==> config.mk <==
export PLATFORM = sky130hd
export DESIGN_NAME = pipeline_stage_buffer
export DESIGN_NICKNAME = d
export VERILOG_FILES = /design/src/rtl/pipeline_stage_buffer_pkg.sv /design/src/rtl/pipeline_stage_buffer.sv
export SDC_FILE = /design/constraint.sdc
export NUM_CORES = 1
export LEC_CHECK = 0
export BUFFER_PORTS_ARGS = -buffer_cell sky130_fd_sc_hd__buf_2
export CORE_UTILIZATION = 52
export DETAILED_ROUTE_END_ITERATION = 16
export PLACE_DENSITY_LB_ADDON = 0.15
export SLEW_MARGIN = 20
export SYNTH_ARGS = -nofsm -noshare
export SYNTH_HDL_FRONTEND = slang
export SYNTH_SLANG_ARGS = --single-unit
==> constraint.sdc <==
create_clock -name clk -period 2.1 [get_ports clk]
set_clock_uncertainty 0.15 [all_clocks]
set_input_delay 0.63 -clock clk [delete_from_list [all_inputs] [get_ports clk]]
set_output_delay 0.63 -clock clk [all_outputs]
set_load 0.01 [all_outputs]
==> src/rtl/pipeline_stage_buffer_pkg.sv <==
// Shared pipeline definitions: skid-buffer FSM states and the bubble instruction.
package pipeline_stage_buffer_pkg;

  typedef enum logic [1:0] {
    EMPTY = 2'd0,
    BUSY  = 2'd1,
    FULL  = 2'd2
  } buf_state_t;

  // RISC-V addi x0,x0,0
  localparam logic [31:0] NOP_DEFAULT = 32'h0000_0013;

endpackage

==> src/rtl/pipeline_stage_buffer.sv <==
// Two-entry skid buffer between fetch and decode. Handshake readiness comes from
// registered state only, and the outputs show a (0, NOP) bubble whenever out_valid is low.
module pipeline_stage_buffer
  import pipeline_stage_buffer_pkg::*;
#(
  parameter int               Width = 32,
  parameter int               Depth = 32,
  parameter logic [Depth-1:0] NOP   = Depth'(NOP_DEFAULT)
) (
  input  logic             clk,
  input  logic             reset,
  input  logic             flush,
  input  logic             in_valid,
  output logic             in_ready,
  input  logic [Width-1:0] Address_in,
  input  logic [Depth-1:0] Instruction_in,
  output logic             out_valid,
  input  logic             out_ready,
  output logic [Width-1:0] Address_out,
  output logic [Depth-1:0] Instruction_out,
  output logic [1:0]       occupancy
);

  buf_state_t state, state_n;

  logic [Width-1:0] main_addr,  skid_addr;
  logic [Depth-1:0] main_instr, skid_instr;

  logic in_fire, out_fire;
  logic load_main_in, load_main_skid, load_skid, load_bubble;

  assign in_fire  = in_valid  & in_ready;
  assign out_fire = out_valid & out_ready;

  // NOTE: sequential state uses non-blocking assignments so every register
  // samples the pre-edge values, independent of process ordering.
  always_ff @(posedge clk) begin
    if (reset) state <= EMPTY;
    else       state <= state_n;
  end

  // NOTE: every output of this block gets a default first, so no path leaves
  // a signal unassigned and no latch is inferred.
  always_comb begin
    state_n        = state;
    load_main_in   = 1'b0;
    load_main_skid = 1'b0;
    load_skid      = 1'b0;
    load_bubble    = 1'b0;
    if (flush) begin
      // Flush outranks any handshake; an input accepted this cycle is dropped.
      state_n     = EMPTY;
      load_bubble = 1'b1;
    end else begin
      unique case (state)
        EMPTY: begin
          if (in_fire) begin
            state_n      = BUSY;
            load_main_in = 1'b1;
          end
        end
        BUSY: begin
          if (in_fire && out_fire) begin
            load_main_in = 1'b1;
          end else if (in_fire) begin
            state_n   = FULL;
            load_skid = 1'b1;
          end else if (out_fire) begin
            state_n     = EMPTY;
            load_bubble = 1'b1;
          end
        end
        FULL: begin
          if (out_fire) begin
            state_n        = BUSY;
            load_main_skid = 1'b1;
          end
        end
        default: begin
          state_n     = EMPTY;
          load_bubble = 1'b1;
        end
      endcase
    end
  end

  // NOTE: both data registers are reset on purpose -- the bubble on the outputs
  // after reset is architecturally visible, unlike a plain storage array.
  always_ff @(posedge clk) begin
    if (reset || load_bubble) begin
      main_addr  <= '0;
      main_instr <= NOP;
      skid_addr  <= '0;
      skid_instr <= NOP;
    end else begin
      if (load_main_in) begin
        main_addr  <= Address_in;
        main_instr <= Instruction_in;
      end else if (load_main_skid) begin
        main_addr  <= skid_addr;
        main_instr <= skid_instr;
      end
      if (load_skid) begin
        skid_addr  <= Address_in;
        skid_instr <= Instruction_in;
      end
    end
  end

  always_comb begin
    in_ready  = (state != FULL);
    out_valid = (state != EMPTY);
    unique case (state)
      BUSY:    occupancy = 2'd1;
      FULL:    occupancy = 2'd2;
      default: occupancy = 2'd0;
    endcase
  end

  assign Address_out     = main_addr;
  assign Instruction_out = main_instr;

endmodule
==> results.toml, run 1 <==
[setup_path]
cp.required_ns = 1.32
crit_arrival_ns = 1.27
cp-end-kind = "output port"
startpoint_type = "flip-flop"
slowest_delay_ns = 0.41
crit_fanout = 8
cp_slowest_cell = "dfxtp_2"
crit_chain = "nand2b_4 -> inv_2 -> buf_2"
critical_path_class = "reg -> out"

[route]
totalWireLength_mm = 13.1
first_pass_iters = 5
antenna_left = 0
remaining_drc_errors = 0
wl_per_cell_um = 14.4
viasPerCell = 5.41
drt_iter0_drc = 277
vias = 4932

[logic_synthesis]
syn_area_per_cell_um2 = 7.77
synth-seq-cells = 130
synth_edf_count = 0
synth_warnings = 0
yosysSeqAreaShare_pct = 50.9
synth.net_count = 727
ys_types = 25
ys.flop_type = "dfxtp_1"
syn_area_um2 = 5110
synthArstFlopShare_pct = 0
synthCells = 658

[timing]
rsz0062_at_grt = "no"
hold_viol_final = 0
setup_viol = 0
drv_slew = 0
fin_crit_sh_pct = 97.5
fin_tns_setup_ns = 0
fmax_ghz = 0.489
slew_headroom_pct = 65.2
tightest_slew_ns = 0.522
min_period_ns = 2.05

[grt]
grt_max_degree = 80
grt_pass1_vias = 4674
grtUsageTotal_pct = 26.8
grt_use_met2_pct = 46.5
grt_util_met3_pct = 6.97
antenna_found_initial = 1
met1_usage_pct = 31.3
grt.busiest_layer = "met2"
grt_pass1_wl_mm = 21.5
grt_overflow_total = 0

[floorplan]
die-area_um2 = 10200
die_x_um = 101
core-area_um2 = 9370
rows = 35
start_util_pct = 54.6
dieHeight_um = 101
io_pins = 137

[cells_and_area]
fillers = 830
area_growth_pct = 26.6
finalInstanceArea_um2 = 6470
drive_gt1_share_pct = 24.5
final_util_pct = 69.1
stdcell_count = 912
final_nets = 841
diodes = 0

[clocking]
clk_pin_slew_worst_paths_ns = 0.06
clock_latency_ns = 0.51
clock-root-buffer = "clkbuf_8"
cts_tree = "done"
clock_sinks = 130
postCtsHoldBufs = 0
cts.path.max_buffers = 2
h-tree-depth = 4
cts_buffers = 17

[power_and_ir_drop]
leakagePower_nw = 2.44
p_per_area_nw_per_um2 = 930
ir_drop_mv = 0.498

[placed_design]
hpwl_mm = 7.62
placed_area_um2 = 5810
gp_congestion = 0.796
placed_cells = 880
port_buffers = 136

[run_status]
status = "complete, no violations"

[run]
max-cap-violations = 0

[worst_hold_path]
min_path_type = "in -> reg"
[kinds of logic (layout without fill, tap and decap cells)]
group,count (synthesis),in the layout,share of synthesized area (%)
buffers and inverters,56,181,6.61
AOI/OAI and AO/OA,192,192,20.5
and+or+nand+nor,280,280,22.0
DFF,130,130,50.9
[final timing paths]
path / slack (ns) / startpoint / end / cells after the start
setup / recovery: 0.05 / state[0]$_SDFFE_PP0P_ / occupancy[1] / 3
hold reg to reg: 0.30 / skid_addr[25]$_SDFFE_PP0P_ / skid_addr[25]$_SDFFE_PP0P_ / 2
setup reg to reg: 0.28 / state[1]$_SDFFE_PP0P_ / Instruction_out[5]$_SDFFE_PP0P_ / 6
hold / removal: 0.16 / reset / state[0]$_SDFFE_PP0P_ / 2
[cells in the mapped netlist (2+ instances only)]
master / n / share of area, %
buf_1: 4 / 0.29
clkbuf_1: 14 / 1.0
nand2b_1: 2 / 0.24
buf_4: 3 / 0.44
a31oi_1: 64 / 7.8
a21oi_1: 64 / 6.3
o21ai_0: 62 / 6.1
nand3_1: 3 / 0.29
nor3b_2: 2 / 0.49
buf_2: 21 / 2.1
dfxtp_1: 130 / 51
nor3_1: 4 / 0.39
nand2_1: 259 / 19
nand3b_1: 3 / 0.44
buf_6: 12 / 2.6
nand2b_2: 2 / 0.34
[through the flow]
step | setup WS [ns] | hold WS (ns) | power (W)
after global routing | 0.00818 | 0.157 | 0.00621
after detailed placement | 0.0307 | 0.297 | 0.00296
after floorplan | 0.313 | 0.287 | 0.00278
after CTS | 0.0153 | 0.135 | 0.00606
final | 0.0531 | 0.163 | 0.00602
after global placement | 0.0750 | 0.292 | 0.00295
[power by group]
part / total [W] / internal [W] / switching (W) / leakage [nW]
Clock: 0.00311 / 0.00204 / 0.00107 / 0.304
Combinational: 0.000370 / 0.000149 / 0.000221 / 1.08
Sequential: 0.00254 / 0.00251 / 0.0000262 / 1.05
Total: 0.00602 / 0.00470 / 0.00132 / 2.44
[worst max-delay path, delay by kind of cell (launching register included)]
family	cells	cell delay (ns)
flip-flops	1	0.41
buffers and inverters	2	0.17
AND/OR/NAND/NOR	1	0.18
[flip-flops by register name, indices dropped and copies added (netlist names)]
name / count
state: 2
skid_addr: 32
Instruction_out: 32
skid_instr: 32
Address_out: 32
[timing repair]
action / CTS / global route
buffers inserted: 2 / 0
setup endpoints to repair: 3 / 1
gates resized for setup: 3 / 3
[per-layer routing]
metal / wire length [µm] / part of all wire, %
met1: 5410 / 41
met2: 6540 / 50
met3: 898 / 6.9
met4: 239 / 1.8
met5: 13 / 0.099
[cell usage in the layout (no fill, tap or decap)]
cell        synthesis  final
buf_12              0      7
nor3_4              1      1
and2_2              0      1
buf_2              21    135
clkinv_4            0      4
nand3b_1            3      3
buf_6              12      1
nand2b_2            2      2
bufinv_16           0      5
dfxtp_1           130    128
nand2_2             1      1
a211oi_1            1      1
nand2_1           259    258
a21oi_1            64     64
nor3b_4             0      1
nor3b_2             2      1
a2111oi_0           1      1
inv_6               0      1
clkinvlp_4          0      1
inv_1               1      1
nor3_1              4      4
clkbuf_16           0     16
nand2b_4            0      1
nor2b_1             1      1
clkbuf_8            0      1
nand3_1             3      3
inv_2               1      1
dfxtp_2             0      1
or2_4               0      1
nand2_4             0      1
clkinv_2            0      2
dfxtp_4             0      1
o21ai_0            62     62
nand2b_1            2      1
buf_4               3      6
a31oi_1            64     64
[area by class of cell]
cell class | count | area [µm²] | area share (%)
well taps | 129 | 161 | 2.49
clock inverters | 13 | 211 | 3.27
inverters | 2 | 7.51 | 0.116
flip-flops and latches | 130 | 2610 | 40.3
multi-input cells | 472 | 2200 | 34.0
clock buffers | 17 | 414 | 6.40
repair buffers | 149 | 872 | 13.5
No activity file was read; power rests on OpenSTA's default activity.
==> run 2: changes to the inputs <==
Settings changed: CORE_UTILIZATION 52 to 54, CTS_BUF_LIST set to sky130_fd_sc_hd__clkbuf_8, RECOVER_POWER set to 50.
==> results.toml, run 2 (synthesized netlist as in run 1, its figures left out) <==
[timing]
hold_viol_final = 0
rsz0062_at_grt = "no"
finalWorstSetupSlack_ns = 0.0899
min_period_ns = 2.01
fmax_ghz = 0.497
fin_tns_setup_ns = 0
slew_headroom_pct = 54.7
drv_slew = 0
tightest_slew_ns = 0.678
setup_viol = 0
fin_crit_sh_pct = 95.7

[setup_path]
crit_arrival_ns = 1.23
reg2reg_to = "Instruction_out[12]$_SDFFE_PP0P_"
r2r_start = "state[1]$_SDFFE_PP0P_"
reg2regPathDepth = 5
critical_path_class = "reg -> out"
crit_fanout = 9
reg2reg_slack_ns = 0.16
startpoint_type = "flip-flop"
cp.required_ns = 1.32
cp-end-kind = "output port"

[placed_design]
place_ws_ns = 0.0564
gp_congestion = 0.773
port_buffers = 136
hpwl_mm = 8.10

[floorplan]
core-area_um2 = 9200
die_x_um = 99.3
rows = 35
die-area_um2 = 9860
dieHeight_um = 99.3
io_pins = 137
start_util_pct = 55.6

[grt]
grt_pass1_vias = 4748
grt_pass1_wl_mm = 21.2
antenna_found_initial = 1
grt_max_degree = 65
grtUsageTotal_pct = 26.6
grt_overflow_total = 0

[cells_and_area]
area_growth_pct = 21.6
most-common-layout-cells = "nand2_1 (258), dfxtp_1 (128), buf_2 (87), a21oi_1 (64), a31oi_1 (64)"
multiInputGateArea_um2 = 2190
fillers = 831
drive_gt1_share_pct = 18.7
ff_latch_area_um2 = 2610
final_util_pct = 67.6
layout_commonest_cell = "nand2_1"
final_nets = 844

[run]
max-cap-violations = 0

[clocking]
h-tree-depth = 4
cts.path.max_buffers = 2
cts_buffers = 17
clock_latency_ns = 0.42
postCtsHoldBufs = 0
clock-root-buffer = "clkbuf_8"
clock_sinks = 130
cts_tree = "done"
clk_pin_slew_worst_paths_ns = 0.08

[power_and_ir_drop]
internal_power_w = 0.00403
p_comb_share_pct = 6.8
power_w = 0.00529
power_frac_clock_pct = 45.2
leakagePower_nw = 2.16
ir_drop_mv = 0.457
pwr-share-seq_pct = 48.0
sw_frac_of_total_pct = 23.8
p_per_area_nw_per_um2 = 851
switching_power_w = 0.00126

[worst_hold_path]
hold_depth = 2
hold_end = "state[0]$_SDFFE_PP0P_"
hp-start = "reset"
min_path_type = "in -> reg"

[route]
antenna_left = 0
wl_per_cell_um = 14.4
viasPerCell = 5.49
remaining_drc_errors = 0
first_pass_iters = 5
vias = 4942
drt_iter0_drc = 230
totalWireLength_mm = 12.9

[run_status]
status = "complete, no violations"
[run 2: changes by cell type in the layout (fill, tap and decap cells not counted), moves of 2 or more]
cell / before / now
buf_4: 6 / 9
inv_6: 1 / 5
clkbuf_1: 0 / 49
clkinv_2: 2 / 0
buf_2: 135 / 87
clkbuf_8: 1 / 19
clkbuf_16: 16 / 0
clkinv_4: 4 / 2
[run 2: final cells by class]
type / count / share of cell area (%)
diodes: 1 / 0.0403
clock buffers: 19 / 4.21
clock inverters: 13 / 3.16
inverters: 2 / 0.121
multi-input cells: 472 / 35.2
flip-flops and latches: 130 / 41.9
well taps: 111 / 2.23
repair buffers: 152 / 13.2
[run 2: how the worst max path moves through the flow]
stage / from / to / cells past startpoint
floorplan: out_ready / skid_addr[10]$_SDFFE_PP0P_ / 5
global placement: flush / Instruction_out[7]$_SDFFE_PP0P_ / 6
detailed placement: flush / Address_out[8]$_SDFFE_PP0P_ / 6
CTS: state[0]$_SDFFE_PP0P_ / occupancy[1] / 3
global route: state[1]$_SDFFE_PP0P_ / Instruction_out[12]$_SDFFE_PP0P_ / 5
finish: state[1]$_SDFFE_PP0P_ / out_valid / 2
[run 2: timing repair]
item                                    CTS  global route
buffers inserted                          0             0
gates cloned                              0             0
gates resized for setup                   1             1
endpoints found under the hold margin     0             0
endpoints found under the setup margin    1             2
[run 2: per-stage QoR]
stage                     instances  hold slack (ns)  instance area, µm²
after floorplan                 658            0.287                5110
after global placement          867            0.291                5840
after detailed placement        867            0.297                5840
after CTS                       899            0.234                6300
after global routing            900            0.234                6220
final                           900            0.247                6220
[run 2: per-layer routing]
metal  wire (µm)  GRT usage [%]
met5           0              0
met4         192           9.62
met3         909           6.18
met2        6360           48.2
met1        5470           30.6
[run 2: power by group through the flow]
stage | sequential [W] | clock [W] | combinational (W)
after detailed placement | 0.00259 | 0 | 0.000368
final | 0.00254 | 0.00239 | 0.000357
after global routing | 0.00254 | 0.00253 | 0.000396
after floorplan | 0.00261 | 0 | 0.000165
after CTS | 0.00254 | 0.00242 | 0.000369
after global placement | 0.00259 | 0 | 0.000357
[run 2: worst max-delay path: stages (launching register included)]
cell and delay, ns:
dfxtp_2 0.38, or2_2 0.30, buf_2 0.14
==> run 3: changes to the inputs <==
Settings changed: CORE_UTILIZATION 54 to 25.
==> results.toml, run 3 (synthesized netlist as in run 1, its figures left out) <==
[run_status]
status = "complete, no violations"

[clocking]
cts_buffers = 17
clock_latency_ns = 0.44
clock-root-buffer = "clkbuf_8"
h-tree-depth = 4
clk_pin_slew_worst_paths_ns = 0.07
cts_tree = "done"
clock_sinks = 130
cts.path.max_buffers = 2
postCtsHoldBufs = 0

[grt]
grt_overflow_total = 0
grt_pass1_wl_mm = 23.6
grt_max_degree = 64
grtUsageTotal_pct = 14.3
grt_pass1_vias = 4371
antenna_found_initial = 2

[route]
wl_per_cell_um = 14.0
drt_iter0_drc = 286
totalWireLength_mm = 14.7
vias = 4727
viasPerCell = 4.48
dr_wl_met3_um = 947
antenna_left = 0
drt-met1-wl_mm = 7.19
routed-wl-met2_mm = 6.40
first_pass_iters = 4
remaining_drc_errors = 0
maxUsedRoutingLayer = "met5"

[floorplan]
start_util_pct = 25.9
io_pins = 137
core-area_um2 = 19800
rows = 51
dieHeight_um = 145
die-area_um2 = 21000
die_x_um = 145

[placed_design]
hpwl_mm = 9.01
gp_congestion = 0.693
place_ws_ns = 0.0514
placed_area_um2 = 6090
port_buffers = 136

[cells_and_area]
most-common-layout-cells = "nand2_1 (258), dfxtp_1 (128), buf_2 (116), a21oi_1 (64), a31oi_1 (64)"
fillers = 2151
final_nets = 845
multiInputGateArea_um2 = 2190
layout_commonest_cell = "nand2_1"
ff_latch_area_um2 = 2610
area_growth_pct = 26.6
drive_gt1_share_pct = 22.0
finalInstanceArea_um2 = 6480

[timing]
fmax_ghz = 0.498
tightest_slew_ns = 0.740
fin_crit_sh_pct = 95.6
fin_hold_ws_ns = 0.231
hold_viol_final = 0
slew_headroom_pct = 50.6
setup_viol = 0
finalWorstSetupSlack_ns = 0.0914
min_period_ns = 2.01
drv_slew = 0
fin_tns_setup_ns = 0
rsz0062_at_grt = "no"

[power_and_ir_drop]
power_w = 0.00534
p_per_area_nw_per_um2 = 825
ir_drop_mv = 0.339
leakagePower_nw = 2.30

[setup_path]
crit_fanout = 9
cp_slowest_cell = "dfxtp_2"
cp.required_ns = 1.32
slowest_delay_ns = 0.37
critical_path_class = "reg -> out"
crit_chain = "or2_2 -> buf_2"
crit_arrival_ns = 1.23
cp-end-kind = "output port"
startpoint_type = "flip-flop"
cp.buffers_inverters = 1
critical_path.top_delay_family = "flip-flops"

[worst_hold_path]
min_path_type = "in -> reg"

[run]
max-cap-violations = 0
==> run 3: cell count changes in the layout (fill, tap and decap cells not counted), sizes merged <==
cell      before  now
clkbuf        68   42
bufinv         4    5
clkinv         2    4
inv            7    4
clkinvlp       2    1
buf          103  130
==> run 3: cell type report <==
| type | count | area share (%) |
|---|---|---|
| flip-flops and latches | 130 | 40.2 |
| multi-input cells | 472 | 33.8 |
| repair buffers | 153 | 13.8 |
| well taps | 265 | 5.12 |
| clock buffers | 19 | 4.04 |
| clock inverters | 12 | 2.92 |
| inverters | 2 | 0.116 |
| diodes | 1 | 0.0386 |
==> run 3: report_power, final <==
| group | total, W | switching, W | leakage [nW] | internal (W) |
|---|---|---|---|---|
| combinational | 0.000369 | 0.000224 | 1.02 | 0.000145 |
| clock | 0.00244 | 0.000980 | 0.234 | 0.00146 |
| sequential | 0.00254 | 0.0000270 | 1.05 | 0.00251 |
| total | 0.00534 | 0.00123 | 2.30 | 0.00411 |
==> run 3: worst paths after layout <==
check / from / to / slack [ns] / cells past startpoint
setup / recovery: state[1]$_SDFFE_PP0P_ / out_valid / 0.09 / 2
hold / removal: reset / state[0]$_SDFFE_PP0P_ / 0.23 / 2
setup reg to reg: state[0]$_SDFFE_PP0P_ / skid_addr[16]$_SDFFE_PP0P_ / 0.18 / 5
hold reg to reg: skid_instr[7]$_SDFFE_PP0P_ / skid_instr[7]$_SDFFE_PP0P_ / 0.31 / 2
==> run 3: layer usage <==
metal | up-vias | GRT usage (%)
met5 | - | 0
met4 | 2 | 4.73
met3 | 14 | 5.41
met2 | 119 | 21.9
met1 | 2149 | 18.4
li1 | 2443 | -
==> run 3: what timing repair did <==
item | CTS | global route
hold endpoints to repair | 0 | 0
setup buffers | 0 | 0
gates resized for setup | 2 | 0
setup endpoints to repair | 2 | 0
==> run 3: stage by stage <==
| step | util [%] | cells |
|---|---|---|
| after floorplan | - | 658 |
| after global placement | 30.8 | 1022 |
| after detailed placement | 30.8 | 1022 |
| after CTS | 33.1 | 1053 |
| after global routing | 32.7 | 1054 |
| final | 32.7 | 1054 |
==> run 3: worst reg2reg max path, delay by kind of cell, from the launching register on <==
family          cells  cell delay, ns
compound gates      1            0.15
simple gates        3            0.53
flops               1            0.39
buf+inv             1            0.63
